`src/rtl/input_pkg.sv`:
```
// rtl/input_pkg.sv - shared button indices, PS/2 set-2 codes and default key map
package input_pkg;

    localparam int BTN_RIGHT  = 0;
    localparam int BTN_LEFT   = 1;
    localparam int BTN_DOWN   = 2;
    localparam int BTN_UP     = 3;
    localparam int BTN_FIRE   = 4;
    localparam int BTN_JUMP   = 5;
    localparam int BTN_START1 = 6;
    localparam int BTN_START2 = 7;
    localparam int BTN_COIN   = 8;

    localparam int NUM_DEFAULT_KEYS = 9;

    // {extended, scancode}
    typedef logic [8:0] ps2_code_t;

    localparam ps2_code_t KEY_RIGHT = 9'h174;
    localparam ps2_code_t KEY_LEFT  = 9'h16B;
    localparam ps2_code_t KEY_DOWN  = 9'h172;
    localparam ps2_code_t KEY_UP    = 9'h175;
    localparam ps2_code_t KEY_LCTRL = 9'h014;
    localparam ps2_code_t KEY_LALT  = 9'h011;
    localparam ps2_code_t KEY_1     = 9'h016;
    localparam ps2_code_t KEY_2     = 9'h01E;
    localparam ps2_code_t KEY_5     = 9'h02E;
    localparam ps2_code_t KEY_SPACE = 9'h029;
    localparam ps2_code_t KEY_KP8   = 9'h075;

    // Entry i lands in bits [9i+8:9i], so the last item in the concatenation is button 0.
    function automatic logic [NUM_DEFAULT_KEYS*9-1:0] default_map();
        return {KEY_5, KEY_2, KEY_1, KEY_LALT, KEY_LCTRL,
                KEY_UP, KEY_DOWN, KEY_LEFT, KEY_RIGHT};
    endfunction

endpackage

```
`src/rtl/ps2_input_mapper_if.sv`:
```
// rtl/ps2_input_mapper_if.sv - key stream, joystick, map write bus and button outputs
interface ps2_input_mapper_if #(
    parameter int NUM_KEYS = 9
);
    localparam int ADDR_W = (NUM_KEYS > 1) ? $clog2(NUM_KEYS) : 1;

    logic [10:0]         ps2_key;
    logic [NUM_KEYS-1:0] joystick;
    logic                map_we;
    logic [ADDR_W-1:0]   map_addr;
    logic [8:0]          map_code;
    logic                clear;
    logic [NUM_KEYS-1:0] keys;
    logic [NUM_KEYS-1:0] key_rise;

    modport master (
        output ps2_key, joystick, map_we, map_addr, map_code, clear,
        input  keys, key_rise
    );

    modport slave (
        input  ps2_key, joystick, map_we, map_addr, map_code, clear,
        output keys, key_rise
    );

endinterface

```
`src/rtl/pulse_stretcher.sv`:
```
// rtl/pulse_stretcher.sv - holds a rising input high for at least PULSE cycles
module pulse_stretcher #(
    parameter int               WIDTH = 16,
    parameter logic [WIDTH-1:0] PULSE = WIDTH'(16)
) (
    input  logic clk,
    input  logic reset,
    input  logic in,
    output logic out
);

    localparam logic [WIDTH-1:0] ONE = WIDTH'(1);

    logic             in_d;
    logic [WIDTH-1:0] cnt;

    // Load PULSE-1 on each rising edge (reloading mid-count), else count down to zero.
    // The caller ORs its own registered copy of the input, which supplies the first cycle.
    always_ff @(posedge clk) begin
        if (reset) begin
            in_d <= 1'b0;
            cnt  <= '0;
        end else begin
            in_d <= in;
            if ((PULSE != '0) && in && !in_d) begin
                cnt <= PULSE - ONE;
            end else if (cnt != '0) begin
                cnt <= cnt - ONE;
            end
        end
    end

    assign out = (cnt != '0);

endmodule

```
`src/rtl/ps2_input_mapper.sv`:
```
// rtl/ps2_input_mapper.sv - remappable PS/2 key to button mapper merged with joystick
module ps2_input_mapper
    import input_pkg::*;
#(
    parameter int                    NUM_KEYS    = 9,
    parameter logic [NUM_KEYS*9-1:0] DEFAULT_MAP = default_map(),
    parameter int                    COIN_INDEX  = BTN_COIN,
    parameter logic [15:0]           COIN_PULSE  = 16'd4800
) (
    input  logic               clk,
    input  logic               reset,
    ps2_input_mapper_if.slave  bus
);

    localparam int ADDR_W = (NUM_KEYS > 1) ? $clog2(NUM_KEYS) : 1;

    ps2_code_t           map_q [NUM_KEYS];
    logic                toggle_q;
    logic                key_event;
    logic [NUM_KEYS-1:0] kb_state;
    logic [NUM_KEYS-1:0] merged;
    logic [NUM_KEYS-1:0] keys_next;
    logic [NUM_KEYS-1:0] keys_q;
    logic [NUM_KEYS-1:0] rise_q;
    logic                coin_stretch;

    assign key_event = bus.ps2_key[10] ^ toggle_q;

    // Track the toggle bit every cycle, reset included, so reset never leaves a stale edge.
    always_ff @(posedge clk) begin
        toggle_q <= bus.ps2_key[10];
    end

    // Map storage; addresses past the last button never match and are dropped.
    always_ff @(posedge clk) begin
        if (reset) begin
            for (int i = 0; i < NUM_KEYS; i++) begin
                map_q[i] <= DEFAULT_MAP[9*i +: 9];
            end
        end else if (bus.map_we) begin
            for (int i = 0; i < NUM_KEYS; i++) begin
                if (bus.map_addr == ADDR_W'(i)) begin
                    map_q[i] <= bus.map_code;
                end
            end
        end
    end

    // Keyboard-held state: every entry equal to the event code follows the pressed bit;
    // clear overrides any event, and a same-cycle map write is not yet visible here.
    always_ff @(posedge clk) begin
        if (reset || bus.clear) begin
            kb_state <= '0;
        end else if (key_event) begin
            for (int i = 0; i < NUM_KEYS; i++) begin
                if (map_q[i] == bus.ps2_key[8:0]) begin
                    kb_state[i] <= bus.ps2_key[9];
                end
            end
        end
    end

    assign merged = kb_state | bus.joystick;

    pulse_stretcher #(
        .WIDTH (16),
        .PULSE (COIN_PULSE)
    ) u_coin_stretch (
        .clk   (clk),
        .reset (reset),
        .in    (merged[COIN_INDEX]),
        .out   (coin_stretch)
    );

    // Next button value: joystick passes straight through even while in reset.
    always_comb begin
        keys_next             = merged;
        keys_next[COIN_INDEX] = merged[COIN_INDEX] | coin_stretch;
        if (reset) begin
            keys_next = bus.joystick;
        end
    end

    // Register buttons and their rising-edge strobes on the same edge so they line up.
    always_ff @(posedge clk) begin
        keys_q <= keys_next;
        if (reset) begin
            rise_q <= '0;
        end else begin
            rise_q <= keys_next & ~keys_q;
        end
    end

    assign bus.keys     = keys_q;
    assign bus.key_rise = rise_q;

endmodule
```
`src/flat_wrapper.sv`:
```
// flat-port wrapper written by rule: the top's interface ports become plain ports
module ps2_input_mapper_flat import input_pkg::*;
#(
    parameter int                    NUM_KEYS    = 9,
    parameter logic [NUM_KEYS*9-1:0] DEFAULT_MAP = default_map(),
    parameter int                    COIN_INDEX  = BTN_COIN,
    parameter logic [15:0]           COIN_PULSE  = 16'd4800
)
  (clk, reset, bus_ps2_key, bus_joystick, bus_map_we, bus_map_addr, bus_map_code, bus_clear, bus_keys, bus_key_rise);
  ps2_input_mapper_if #(.NUM_KEYS(NUM_KEYS)) bus_i ();
  input  logic clk;
  input  logic reset;
  input wire logic [$bits(bus_i.ps2_key)-1:0] bus_ps2_key;
  input wire logic [$bits(bus_i.joystick)-1:0] bus_joystick;
  input wire logic [$bits(bus_i.map_we)-1:0] bus_map_we;
  input wire logic [$bits(bus_i.map_addr)-1:0] bus_map_addr;
  input wire logic [$bits(bus_i.map_code)-1:0] bus_map_code;
  input wire logic [$bits(bus_i.clear)-1:0] bus_clear;
  output wire logic [$bits(bus_i.keys)-1:0] bus_keys;
  output wire logic [$bits(bus_i.key_rise)-1:0] bus_key_rise;
  assign bus_i.ps2_key = bus_ps2_key;
  assign bus_i.joystick = bus_joystick;
  assign bus_i.map_we = bus_map_we;
  assign bus_i.map_addr = bus_map_addr;
  assign bus_i.map_code = bus_map_code;
  assign bus_i.clear = bus_clear;
  assign bus_keys = bus_i.keys;
  assign bus_key_rise = bus_i.key_rise;
  ps2_input_mapper #(.NUM_KEYS(NUM_KEYS), .DEFAULT_MAP(DEFAULT_MAP), .COIN_INDEX(COIN_INDEX), .COIN_PULSE(COIN_PULSE)) u_core (.clk(clk), .reset(reset), .bus(bus_i));
endmodule
```
`config.mk`:
```
export PLATFORM = sky130hd
export DESIGN_NAME = ps2_input_mapper_flat
export DESIGN_NICKNAME = d
export VERILOG_FILES = /design/src/rtl/input_pkg.sv /design/src/rtl/ps2_input_mapper_if.sv /design/src/rtl/pulse_stretcher.sv /design/src/rtl/ps2_input_mapper.sv /design/src/flat_wrapper.sv
export SDC_FILE = /design/constraint.sdc
export NUM_CORES = 1
export LEC_CHECK = 0
export CAP_MARGIN = 30
export CORE_ASPECT_RATIO = 0.5
export CORE_UTILIZATION = 53
export CTS_CLUSTER_DIAMETER = 120
export DETAILED_ROUTE_END_ITERATION = 6
export PLACE_DENSITY = 0.82
export SYNTH_ARGS = -nofsm -noshare
export SYNTH_HDL_FRONTEND = slang
export SYNTH_SLANG_ARGS = --single-unit
```
`constraint.sdc`:
```
create_clock -name clk -period 5.3 [get_ports clk]
set_clock_uncertainty 0.2 [all_clocks]
set_input_delay 1.325 -clock clk [delete_from_list [all_inputs] [get_ports clk]]
set_output_delay 1.325 -clock clk [all_outputs]
set_load 0.01 [all_outputs]
```
* After elaboration in Yosys (flattened, before gate mapping)
Memory sizes are Yosys's and may differ from the RTL's.
Index checks and enable logic that the tools add are counted.
** Word-level totals
- Register bits :: 45
- Memory bits (writable) :: 81
- Bits of input ports :: 37
- Output and inout bits :: 18
- Word-level logic and storage cells :: 114
- Memories kept :: 1
** Operators by class
- Add/sub/neg operators :: 1
- Equal/unequal tests :: 17
- Mux-type cells :: 50
- Bitwise operators :: 14
- Reduce and logical (&&, ||, !) cells :: 16
** Memory list
- u_core.map_q :: depth 9, width 9, rd ports 9, clocked after memory_dff 0, write ports 9, line ps2_input_mapper.sv:17 : ps2_code_t map_q [NUM_KEYS];
** Operators by type and width (count)
- two-way mux 9 bit :: 10
- == test 9 bit :: 9
- two-way mux 1 bit :: 38
- two-way mux 13 bit :: 2
- AND reduction 2 bit :: 9
- == test 4 x 3 -> 1 bit, second input constant :: 4
- nonzero test 16 bit :: 1
- subtractor 16 x 1 -> 16 bit, second input constant :: 1
- bitwise OR 1 bit :: 10
- bitwise AND 9 bit :: 1
- inverter 9 bit :: 1
- bitwise OR 9 bit :: 1
- == test 4 x 2 -> 1 bit, second input constant :: 2
- == test 4 x 1 -> 1 bit, second input constant :: 1
- == test 4 bit, second input constant :: 1
- zero test 4 bit :: 1
- nonzero test 2 bit :: 1
- OR reduction 2 bit :: 1
- logical AND 1 bit :: 1
- zero test 1 bit :: 1
- logical OR 1 bit :: 1
- bitwise XOR 1 bit :: 1

* Logic depth before layout (Yosys ltp)
- Word-level depth :: 6
- Gate-level depth with buffers :: 8
- Depth with buffers taken out :: 6

* Hierarchy
From an unflattened synthesis, not the netlist that was laid out.
** Second synthesis, totals
- Cells, all modules :: 419
- Area total of the unflattened synthesis :: 5469.0 um^2
** Modules (own cells, without submodules)
- ps2_input_mapper :: times used 1, cells an instance 312, area an instance 4524.3 um^2, seq. area each 2992.9 um^2
- pulse_stretcher :: times used 1, cells an instance 107, area an instance 944.7 um^2, seq. area each 340.3 um^2

* Worst setup path before layout
OpenSTA, ideal clock, no wires.
- Path kind :: in2reg
- Start point :: input bus_map_addr[1]
- End point :: memory u_core.map_q[0][10] (netlist name), enable pin
- Library setup time :: 0.403 ns
- Data arrival time :: 2.637 ns
- Required time :: 4.697 ns
- Path slack :: 2.060 ns
- Stages on the path :: 2
- Buffers on the path :: 1
- Cell sequence :: clkbuf_1 -> o41ai_1
** RTL lines
- start, declared :: line flat_wrapper.sv:16 : input wire logic [$bits(bus_i.map_addr)-1:0] bus_map_addr;
- end, declared :: line ps2_input_mapper.sv:17

==> summary.txt <==
Outcome
  – Outcome: completed

Global routing
  – GRT Overall Usage: around a quarter
  – Initial antenna violation count: 0
  – Gr ovfl total: 0
  – First-pass GRT wire length: 18.5 mm
  – Vias in the first global route: 3497
  – Largest net degree at the start of global routing: 30

Power
  – Leak: 2.43 nW
  – Max IR drop VDD: 0.259 mV
  – Pwr/cell area: 386 nW/um^2

Finish
  – Final net count: 506
  – Layout cell share with drive strength beyond 1: 8.75%
  – Area grow syn2layout: 23.2%
  – Antenna cell count: 0
  – # fillers: roughly 680

Setup path
  – Crit-path slowest cell: and3_1
  – Crit path max-delay family: buffers and inverters
  – CP Launch Type: primary input
  – Slowest stage delay, CP: 0.68 ns
  – Critical-path cell list: clkdlybuf4s50_1, buf_4, inv_1, and3_1, nand2b_1
  – Crit. End Element: flop
  – Crit path kind: primary input to flop
  – Crit-path max FO: 29
  – Critical Path RT: 5.19 ns
  – Arrival @ worst endpoint: 3.37 ns
  – CP bufs+invs: 3

Logic synthesis
  – Largest family of logic cells by synthesized area: XOR/XNOR gates
  – Simple-gate share of the synthesized area: 13.3%
  – Top-area cell type share of the netlist area: 45.4%
  – Post-Synth Adder-Cell Area: less than 1%
  – Synthesized area per cell: about 13 um^2
  – Count of flip-flops with a built-in enable after synthesis: between 80 and 90
  – Synth Flop Type: edfxtp_1
  – XOR/XNOR share of the synthesized area: 13.6%
  – Mapped cell area: 5350 um^2
  – Top post-synthesis cells by area: edfxtp_1 45%, dfxtp_1 17%, xor2_1 10%
  – FF+latch count, synth: 126
  – Cell variety after synth: 41
  – Register area share after synthesis: 62.3%
  – Mapped Nets: between 400 and 500
  – Mux cell area share after synthesis: 2.24%
  – Compound-cell area share of the yosys netlist: 6.15%
  – Post-Syn Instances: between 400 and 500
  – Area leader, netlist: edfxtp_1
  – Async SR Flop Fraction: 0%
  – Yosys warnings: 0

STA
  – Slew Limit Fails: 0
  – Slew headroom: between 30% and 40%
  – Final Hold Viols: 0
  – Setup TNS: 0 ns
  – Setup violators final: 0
  – Period minus WS final: 3.48 ns
  – Fmax: 0.288 GHz
  – Setup WS post-layout: about 1.8 ns
  – Unrepaired setup endpoints after global routing: false
  – Final critical-path share of the clock period: 65.6%
  – Worst-Margin Slew: slightly below 1 ns

CTS
  – Clk buf depth: 2
  – Num CTS Buffers: 17
  – Hold Buf Count CTS: 0
  – Htree depth: 4
  – CTS sink cnt: roughly 130
  – Post-CTS Setup Inserts: 0
  – Clk_lat worst skew: 0.42 ns
  – Clock slew at reported path FFs: 0.05 ns
  – CTS resizes: 0
  – CTS tree: done
  – CTS root buf: clkbuf_16

Hold path
  – HP Class: flop to flop

Place
  – Port bufs: 54
  – GPL Wtd Cong: around 0.85
  – Dpl ws: 1.42 ns
  – DPL Wire Length: 8.12 mm

Detailed routing
  – DRC: 0
  – Post-route ant nets: 0
  – DR WL/cell: 19.0 um
  – Post-Route WL: 11.7 mm
  – DRT iter0 DRCs: 240
  – Routed vias/inst: between 5 and 6
  – Vias: 3480
  – Drt pass-1 iters: 5

Floorplanning
  – Die Y: 73.1 um
  – Num ports: 55
  – Initial Utilization: 55.6%
  – Placement Rows: 25
  – Die Area: 10500 um^2
  – CORE AREA: 9630 um^2
  – Die span in x: 144 um

Flow run
  – Maxcap violations: 0
state kept, by name, summed over array words and instances (netlist names):
name	cells
u_core.bus.key_rise	9
u_core.bus.keys	9
u_core.kb_state	9
u_core.map_q	81
u_core.toggle_q	1
u_core.u_coin_stretch.cnt	16
u_core.u_coin_stretch.in_d	1
cell usage after synthesis, types with 3 or more instances:
cell	count
or4_1	9
nand2_1	15
inv_1	6
a21o_1	8
nand4_1	10
clkbuf_1	18
o21ai_0	4
xnor2_1	20
nor2_1	7
and2_1	9
xor2_1	63
or3_1	9
dfxtp_1	45
or2_2	3
a21oi_1	9
nand2b_1	10
edfxtp_1	81
o31ai_1	8
a41o_1	5
nor4_1	23
mux2i_1	12
a31oi_1	4
nor3b_1	8
cell usage in the layout, fill, tap and decap left out, drive strengths merged, types with 7 or more instances in the layout:
master	n
nand4	10
xor2	63
edfxtp	81
nor2	7
nor4	23
nand2	15
clkbuf	19
nor3b	8
clkdlybuf4s50	54
a21o	8
mux2i	12
or3	9
or4	11
nand2b	10
xnor2	20
o31ai	8
a21oi	9
dfxtp	45
and2	9
layer usage:
metal  GRT usage (%)  vias up  wire length, um
li1                -     1632                -
met1            31.6     1710             4930
met2            40.1      113             5650
met3            6.89       25              886
met4            11.2        0              242
met5               0        -                0
final timing paths:
check | slack, ns | start | cells after the start | to
setup / recovery | 1.82 | reset | 5 | u_core.map_q[0][31]
hold / removal | 0.21 | u_core.bus.keys[3] | 1 | u_core.bus.key_rise[3]
setup reg to reg | 2.77 | u_core.u_coin_stretch.cnt[0] | 6 | u_core.u_coin_stretch.cnt[10]
hold reg to reg | 0.21 | u_core.bus.keys[3] | 1 | u_core.bus.key_rise[3]
cell type report:
class	count	area [um^2]	area share, %
clock buffer	19	433	6.56
tap	135	169	2.56
clock inverter	13	149	2.26
multi-input combinational	259	1930	29.2
sequential	126	3330	50.5
inverter	6	22.5	0.341
timing repair buffer	57	563	8.54
cells by family (layout without fill, tap and decap cells):
logic type | after synthesis | after routing
multiplexers | 12 | 12
AND/OR/NAND/NOR | 116 | 116
flip-flops | 126 | 126
AO/OA/AOI/OAI | 46 | 46
adder cells (fa/ha/maj) | 2 | 2
XOR/XNOR | 83 | 83
buffers and inverters | 28 | 95
metrics by stage:
stage | cells | hold slack [ns] | instance area (um^2) | power (mW) | utilization (%)
after floorplan | 413 | 0.239 | 5350 | 1.32 | -
after global placement | 581 | 0.206 | 6000 | 1.41 | 62.3
after detailed placement | 583 | 0.206 | 6010 | 1.41 | 62.4
after CTS | 615 | 0.217 | 6600 | 2.55 | 68.5
after global routing | 615 | 0.233 | 6600 | 2.62 | 68.5
final | 615 | 0.212 | 6600 | 2.55 | 68.5
report_power, final:
part	switching (mW)	internal, mW
clock	0.420	0.731
sequential	0.0358	1.11
combinational	0.136	0.111
Power figures use the tool's default switching activity.
